`src/rtl/dna_pkg.sv`:
```
// Shared definitions for the short-read window aligner: base codes,
// controller states and scan mode encodings.
package dna_pkg;

   localparam logic [1:0] BASE_A = 2'b00;
   localparam logic [1:0] BASE_G = 2'b01;
   localparam logic [1:0] BASE_C = 2'b10;
   localparam logic [1:0] BASE_T = 2'b11;

   typedef enum logic [1:0] {
      IDLE = 2'd0,
      SCAN = 2'd1,
      DONE = 2'd2
   } state_t;

   localparam logic MODE_FIRST = 1'b0;
   localparam logic MODE_BEST  = 1'b1;

endpackage

```
`src/rtl/window_mismatch_count.sv`:
```
// Combinational mismatch counter: number of base positions where the two
// 2-bit-encoded sequences carry different codes.
module window_mismatch_count #(
   parameter int READ_LEN = 10,
   parameter int MM_W     = $clog2(READ_LEN + 1)
) (
   input  logic [2*READ_LEN-1:0] window,
   input  logic [2*READ_LEN-1:0] read,
   output logic [MM_W-1:0]       mm
);

   logic [READ_LEN-1:0] diff;

   // one compare per base; base order does not matter for a popcount
   for (genvar i = 0; i < READ_LEN; i++) begin : g_base
      assign diff[i] = (window[2*i +: 2] != read[2*i +: 2]);
   end

   // popcount of the per-base differences
   always_comb begin
      mm = '0;
      for (int i = 0; i < READ_LEN; i++) begin
         mm = mm + MM_W'(diff[i]);
      end
   end

endmodule

```
`src/rtl/basepair_window_aligner.sv`:
```
// Short-read aligner: slides a READ_LEN window over a latched reference one
// base per clock, counts mismatches, and reports the first or the best window
// that stays within the mismatch tolerance.
module basepair_window_aligner
   import dna_pkg::*;
#(
   parameter int REF_LEN  = 50,
   parameter int READ_LEN = 10,
   parameter int IDX_W    = $clog2(REF_LEN),
   parameter int MM_W     = $clog2(READ_LEN + 1)
) (
   input  logic                  clk,
   input  logic                  reset,
   input  logic                  start,
   input  logic                  mode,
   input  logic [MM_W-1:0]       max_mismatch,
   input  logic [2*REF_LEN-1:0]  reference,
   input  logic [2*READ_LEN-1:0] shortread,
   output logic                  busy,
   output logic                  done,
   output logic                  found,
   output logic [IDX_W-1:0]      index,
   output logic [2*READ_LEN-1:0] match_seq,
   output logic [MM_W-1:0]       mismatches,
   output logic [IDX_W:0]        match_count
);

   // position of the final window (N-1)
   localparam logic [IDX_W-1:0] LAST = IDX_W'(REF_LEN - READ_LEN);

   state_t                state;
   logic [IDX_W-1:0]      pos;
   logic [2*REF_LEN-1:0]  ref_q;     // shifted left one base per window
   logic [2*READ_LEN-1:0] read_q;
   logic [MM_W-1:0]       maxmm_q;
   logic                  mode_q;

   logic [2*READ_LEN-1:0] win;
   logic [MM_W-1:0]       win_mm;
   logic                  qual;
   logic                  last;
   logic                  better;

   // current window is always the top READ_LEN bases of the shifted copy
   assign win    = ref_q[2*REF_LEN-1 -: 2*READ_LEN];
   assign qual   = (win_mm <= maxmm_q);
   assign last   = (pos == LAST);
   // earliest window wins ties, so only a strictly smaller count replaces
   assign better = !found || (win_mm < mismatches);

   window_mismatch_count #(
      .READ_LEN (READ_LEN),
      .MM_W     (MM_W)
   ) u_mm (
      .window (win),
      .read   (read_q),
      .mm     (win_mm)
   );

   // controller: operand latch, window scan and result recording
   always_ff @(posedge clk or posedge reset) begin
      if (reset) begin
         state       <= IDLE;
         pos         <= '0;
         ref_q       <= '0;
         read_q      <= '0;
         maxmm_q     <= '0;
         mode_q      <= MODE_FIRST;
         busy        <= 1'b0;
         done        <= 1'b0;
         found       <= 1'b0;
         index       <= '0;
         match_seq   <= '0;
         mismatches  <= '0;
         match_count <= '0;
      end else begin
         done <= 1'b0;
         case (state)
            IDLE: begin
               if (start) begin
                  ref_q       <= reference;
                  read_q      <= shortread;
                  maxmm_q     <= max_mismatch;
                  mode_q      <= mode;
                  pos         <= '0;
                  found       <= 1'b0;
                  index       <= '0;
                  match_seq   <= '0;
                  mismatches  <= '0;
                  match_count <= '0;
                  busy        <= 1'b1;
                  state       <= SCAN;
               end
            end
            SCAN: begin
               pos   <= pos + 1'b1;
               ref_q <= ref_q << 2;
               if (mode_q == MODE_BEST) begin
                  if (qual) begin
                     match_count <= match_count + 1'b1;
                     if (better) begin
                        found      <= 1'b1;
                        index      <= pos;
                        match_seq  <= win;
                        mismatches <= win_mm;
                     end
                  end
                  if (last) begin
                     busy  <= 1'b0;
                     done  <= 1'b1;
                     state <= DONE;
                  end
               end else begin
                  if (qual) begin
                     found      <= 1'b1;
                     index      <= pos;
                     match_seq  <= win;
                     mismatches <= win_mm;
                  end
                  if (qual || last) begin
                     busy  <= 1'b0;
                     done  <= 1'b1;
                     state <= DONE;
                  end
               end
            end
            DONE: begin
               state <= IDLE;
            end
            default: begin
               state <= IDLE;
            end
         endcase
      end
   end

endmodule

```
`config.mk`:
```
export PLATFORM = sky130hd
export DESIGN_NAME = basepair_window_aligner
export DESIGN_NICKNAME = d
export VERILOG_FILES = /design/src/rtl/dna_pkg.sv /design/src/rtl/window_mismatch_count.sv /design/src/rtl/basepair_window_aligner.sv
export SDC_FILE = /design/constraint.sdc
export NUM_CORES = 1
export LEC_CHECK = 0
export ABC_AREA = 0
export ABC_CLOCK_PERIOD_IN_PS = 9500
export BUFFER_PORTS_ARGS = -buffer_cell sky130_fd_sc_hd__buf_2
export CAP_MARGIN = 5
export CORE_AREA = 2 2 101 151
export CTS_BUF_LIST = sky130_fd_sc_hd__clkbuf_4
export CTS_CLUSTER_DIAMETER = 50
export DETAILED_ROUTE_END_ITERATION = 12
export DIE_AREA = 0 0 103 153
export GPL_TIMING_DRIVEN = 0
export PLACE_DENSITY = 0.79
export REMOVE_ABC_BUFFERS = 1
export SETUP_SLACK_MARGIN = 0.02
export SYNTH_ARGS = -nofsm -noshare
export SYNTH_HDL_FRONTEND = slang
export SYNTH_SLANG_ARGS = --single-unit
```
`constraint.sdc`:
```
create_clock -name clk -period 9.5 [get_ports clk]
set_input_delay 1.425 -clock clk [delete_from_list [all_inputs] [get_ports clk]]
set_output_delay 1.425 -clock clk [all_outputs]
set_load 0.02 [all_outputs]
```
### Word-level counts from Yosys, hierarchy flattened

Index checks and enable logic that the tools add are counted.

| storage, ports and cells | value |
|---|---|
| memory bits (writable) | 0 |
| bits in registers | 173 |
| word-level logic and storage cells | 100 |
| input bits | 128 |
| bits in read-only memories | 0 |
| output and inout bits | 40 |
| bits in latches | 0 |
| memories kept | 0 |

| operators by class | value |
|---|---|
| divide/modulo/power cells | 0 |
| mux-type cells | 45 |
| shift-type cells | 0 |
| $add $sub $neg | 11 |
| bitwise operators | 0 |
| reductions and logical operators | 11 |
| magnitude comparators | 2 |
| multiply operators | 0 |
| equal/unequal tests | 18 |

Operator list:

| cell | count |
|---|---|
| $pmux W100 S2 | 1 |
| $mux W100 | 1 |
| $mux W20 | 5 |
| $pmux W20 S2 | 1 |
| $add A4 B1 Y4 | 8 |
| $mux W6 | 5 |
| $pmux W6 S2 | 2 |
| $mux W7 | 3 |
| $mux W4 | 5 |
| $ne A2 B2 Y1 | 10 |
| $pmux W7 S2 | 1 |
| $mux W1 | 13 |
| $reduce_and A4 Y1 | 3 |
| $ne A3 B3 Y1 const B | 3 |
| $mux W2 | 4 |
| $pmux W4 S2 | 1 |
| $add A7 B1 Y7 const B | 1 |
| $add A6 B1 Y6 const B | 1 |
| $eq A6 B6 Y1 const B | 1 |
| $ne A2 B2 Y1 const B | 3 |
| $le A4 B4 Y1 | 1 |
| $lt A4 B4 Y1 | 1 |
| $pmux W1 S2 | 2 |
| $pmux W2 S2 | 1 |
| other kinds (8) | 10 |

### Depth between registers and ports, before layout

| logic depth | value |
|---|---|
| depth after elaboration | 16 |
| gate-level depth with buffers | 19 |
| mapped depth without buffers | 18 |

### Cells and area by module

From an unflattened synthesis, not the netlist that was laid out.

| unflattened totals | value |
|---|---|
| cell total of the unflattened synthesis | 835 |
| area, all modules | 7,826.3 sq um |

Modules (own cells, without submodules):

| module | instances | cells each | area each (sq um) | sequential area each (sq um) |
|---|---|---|---|---|
| basepair_window_aligner | 1 | 789 | 7,432.1 | 4,329.2 |
| window_mismatch_count | 1 | 46 | 394.1 | 0.0 |

### Worst setup path after synthesis

No wires, ideal clock.

| path | value |
|---|---|
| path kind | register to register |
| from | register read_q[1] |
| to | register mismatches[2] |
| period minus slack after synthesis | 5.102 ns |
| arrival time | 4.977 ns |
| setup slack | 4.398 ns |
| buffers on the path | 1 |
| data required time | 9.375 ns |
| setup time | 0.125 ns |
| cell stages (with the launch flop) | 20 |
| cells stage by stage | dfrtp_1 -> xnor2_1 -> nand2_1 -> ha_1 -> inv_1 -> fa_1 -> fa_1 -> fa_1 -> inv_1 -> fa_1 -> inv_1 -> fa_1 -> inv_1 -> ha_1 -> nor2b_1 -> o211ai_2 -> a21oi_4 -> a311oi_4 -> buf_8 -> mux2_4 |

| between the ends | value |
|---|---|
| cells in the longest elaborated chain, start to end | 14 |
| elaborated cells on any way between the ends | 21 |
| those cells by class | 9 x add/sub; 2 x order compare; 3 x eq/ne; 5 x mux; 2 x reduce/logical |

RTL lines:

| what | RTL line | RTL |
|---|---|---|
| from (decl) | basepair_window_aligner.sv:34 | `logic [2*READ_LEN-1:0] read_q;` |
| from (signal assigned) | basepair_window_aligner.sv:82 | `read_q <= shortread;` |
| $ne A2 B2 Y1 * | window_mismatch_count.sv:16 | `assign diff[i] = (window[2*i +: 2] != read[2*i +: 2]);` |
| $add A1 B1 Y2 * | window_mismatch_count.sv:23 | `mm = mm + MM_W'(diff[i]);` |
| $add A4 B1 Y4 * (8 in a row) | window_mismatch_count.sv:23 |  |
| $lt A4 B4 Y1 or $mux W4 (tied branches) | basepair_window_aligner.sv:49, basepair_window_aligner.sv:101 |  |
| $logic_or A1 B1 Y1 or $mux W4 (tied branches) | basepair_window_aligner.sv:49, basepair_window_aligner.sv:99 |  |
| $ne A3 B3 Y1 (no line) or $mux W4 (tied branches) | - |  |
| $reduce_and A4 Y1 (no line) or $pmux W4 S2 (tied branches) | - |  |
| to (signal assigned) | basepair_window_aligner.sv:105 | `mismatches <= win_mm;` |
| to (signal assigned) | basepair_window_aligner.sv:118 | `mismatches <= win_mm;` |
| to (decl) | basepair_window_aligner.sv:24 | `output logic [MM_W-1:0] mismatches,` |

Mark *: on every way between the ends. The rest lies on a longest branch, timed or not. The select of a mux whose other input is x is not followed.
A chain may end at the register's enable or synchronous reset.

### Worst setup path in the final report

| path | value |
|---|---|
| from | register ref_q[80] |
| to | register mismatches[3] |

| between the ends | value |
|---|---|
| cells in the longest elaborated chain, start to end | 14 |
| elaborated cells on any way between the ends | 21 |
| those cells by class | 9 x add/sub; 2 x order compare; 3 x eq/ne; 5 x mux; 2 x reduce/logical |

RTL lines:

| what | RTL line | RTL |
|---|---|---|
| from (decl) | basepair_window_aligner.sv:33 | `logic [2*REF_LEN-1:0] ref_q;` |
| from (signal assigned) | basepair_window_aligner.sv:81 | `ref_q <= reference;` |
| from (signal assigned) | basepair_window_aligner.sv:97 | `ref_q <= ref_q << 2;` |
| $ne A2 B2 Y1 * | window_mismatch_count.sv:16 |  |
| $add A1 B1 Y2 * | window_mismatch_count.sv:23 |  |
| $add A4 B1 Y4 * (8 in a row) | window_mismatch_count.sv:23 |  |
| $lt A4 B4 Y1 or $mux W4 (tied branches) | basepair_window_aligner.sv:49, basepair_window_aligner.sv:101 |  |
| $logic_or A1 B1 Y1 or $mux W4 (tied branches) | basepair_window_aligner.sv:49, basepair_window_aligner.sv:99 |  |
| $ne A3 B3 Y1 (no line) or $mux W4 (tied branches) | - |  |
| $reduce_and A4 Y1 (no line) or $pmux W4 S2 (tied branches) | - |  |

Marked as above.

==> results.cfg <==
[status]
outcome = finished, final reports clean

[critical_path]
cp_cell_sequence = xnor2_1 -> nand2_1 -> ha_1 -> inv_1 -> fa_1 -> fa_1 -> fa_1 -> inv_1 -> fa_1 -> inv_1 -> fa_1 -> inv_1 -> ha_1 -> nor2b_1 -> o211ai_2 -> a21oi_4 -> a311oi_4 -> buf_6 -> mux2_4
path_common_cell = fa_1
path_delay_family = adder cells
slowest_stage = a311oi_4
path_max_fanout = 8
cpPeakStageDelay_ns = 0.65
cp.required_ns = 9.92
cp.arrival_ns = 6.18
worst_setup_path_start_kind = register
crit_type = reg2reg
crit_path_end_kind = register
cp_num_buf_inv = 5

[yosys]
synth-main-ff-cell = dfrtp_1
async_flop_share_pct = 100
synth.avg_cell_area_sq_um = 9.67
syn-cell-area_sq_um = 7770
yosys.cell_count.top_type = dfrtp_1
synthTopCellsByArea = dfrtp_1, nor2_1, o22ai_1
synthCells = 804
ys_types = 44
ys_ff_latch = 173
synth_warnings = 0
synth_edf_count = 0
ys_top_cells_by_count = dfrtp_1, nor2_1, nand2_1, o22ai_1, inv_1
yosysSeqAreaShare_pct = 55.7
synth_top_area_cell = dfrtp_1
synth_top_area_share_pct = 55.7

[sta]
clock.fmax_mhz = 173
tightest_slew_ns = 0.876
hold_viol_final = 0
layout_min_cycle_time_ns = 5.77
setup_viol = 0
fin_skew_ns = 0.0272
slew_violations = 0
relSlewSlack_pct = 41.5
rsz0062_at_grt = false
finalCritPeriodShare_pct = 60.7

[global_routing]
antenna_found_initial = 2
grt_max_degree = 101
grt_pass1_vias = 6119
grt.total_usage_pct = 23.2
grt_remaining_overflow = 0
grt_first_pass_wirelength_um = 29200

[cts]
cts_resized = 0
holdBufCountCts = 0
cts_tree = done
cts_root_buf = clkbuf_4
cts_setup_buffers = 0
clockBufferDepth = 2
cts_made_buffers = 17
h-tree-depth = 4
clock-sinks = 173
worst_skew_pair.late_latency_ns = 0.54
clkSlewWorstSetupHoldPaths_ns = 0.15

[floorplan]
initial_core_util_pct = 53.7
die_area_sq_um = 15800
fp-row-count = 54
ios = 168
fp.dieH_um = 153
fp.dieW_um = 103
core_area_sq_um = 14500

[detailed_routing]
postRouteAntennaNets = 0
vias_per_cell = 5.29
drtIter0Drc = 257
vias = 6136
firstDrtPassIters = 4
post_drt_wl_per_cell_um = 15.3
drc = 0
wl_um = 17800

[placement]
io_buffers = 167
place.gp.congestion = 0.784
hpwl_um = 11900
post-place-cells = 1127

[worst_hold_path]
min_path_type = reg2reg

[flow_run]
max_cap_violations = 0

[final_layout]
syn2layout_area_growth_pct = 17.4
nets = 1099
fin_cells = 1160
drive_gt1_share_pct = 22.9
[state kept, by name (all words and copies together) (netlist names)]
name	flops
ref_q	100
pos	6
mismatches	4
found	1
maxmm_q	4
done	1
busy	1
read_q	20
match_count	7
state	2
match_seq	20
mode_q	1
index	6
[final timing paths]
check,startpoint,end,slack (ns),depth (start not counted)
worst min register to register,maxmm_q[0]$_DFFE_PP0P_,maxmm_q[0]$_DFFE_PP0P_,0.51,2
max in group asynchronous,reset,read_q[6]$_DFFE_PP0P_,7.73,3
worst max-delay path,ref_q[80]$_DFFE_PP0P_,mismatches[3]$_DFFE_PP0P_,3.73,19
worst min-delay path,maxmm_q[0]$_DFFE_PP0P_,maxmm_q[0]$_DFFE_PP0P_,0.51,2
worst max register to register,ref_q[80]$_DFFE_PP0P_,mismatches[3]$_DFFE_PP0P_,3.73,19
min in group asynchronous,reset,ref_q[37]$_DFFE_PP0P_,0.91,2
[worst min-delay path, cell delays in order, from the launching register on]
cell and delay, ns:
dfrtp_1 0.38, nand2_1 0.05, nand2_1 0.06
[metal layers]
layer / routed length, um / share of wire (%) / up-vias / track usage, %
li1: - / - / 2995 / -
met1: 7430 / 42 / 2969 / 30.2
met2: 9160 / 51 / 155 / 38.5
met3: 1010 / 5.7 / 17 / 6.04
met4: 205 / 1.2 / 0 / 5.58
met5: 0 / 0 / - / 0
[kinds of logic (layout without fill, tap and decap cells)]
family	count (synthesis)	count (layout)	share of synthesized area, %
adder cells (fa/ha/maj)	21	21	3.96
other	0	1	0
multiplexers	32	32	4.27
XOR/XNOR	21	21	2.37
AND/OR/NAND/NOR	309	309	15.8
buffers and inverters	91	250	4.93
flip-flops	173	173	55.7
AO/OA/AOI/OAI	157	157	13.0
[layout by cell type (no fill, tap or decap), types with 3 or more instances in the layout]
cell and count:
inv_8 4, xor2_1 13, o22ai_1 82, nor2_1 169
nand2_1 114, a22oi_1 18, nand4_1 5, or3_1 4
o21ai_0 28, buf_16 4, dfrtp_1 173, ha_1 15
xnor2_1 8, nand3_1 3, inv_6 4, o21ai_1 5
fa_1 6, buf_2 167, clkbuf_4 17, a21oi_1 11
inv_1 42, mux2i_1 29, clkinv_4 3, and2_1 4
[cell type report]
| type | count | area (sq um) |
|---|---|---|
| clock inverters | 15 | 156 |
| flip-flops and latches | 173 | 4330 |
| multi-input cells | 540 | 3090 |
| clock buffers | 17 | 128 |
| inverters | 43 | 169 |
| well taps | 196 | 245 |
| repair buffers | 175 | 1000 |
| fillers | 1313 | 5340 |
| diodes | 1 | 2.50 |
[metrics by stage]
step	util, %	worst slack (ns)	hold WS, ns	setup TNS, ns	cell area [sq um]
after global placement	59.7	-0.347	0.461	-10.77	8630
after floorplan	-	3.22	0.445	0	7550
after global routing	63.1	3.38	0.543	0	9120
final	63.1	3.73	0.509	0	9120
after detailed placement	61.1	3.73	0.470	0	8840
after CTS	63.1	3.69	0.510	0	9120
Power is not shown: default switching activity piles up to over one toggle a cycle in this logic, so the estimate is an artifact.
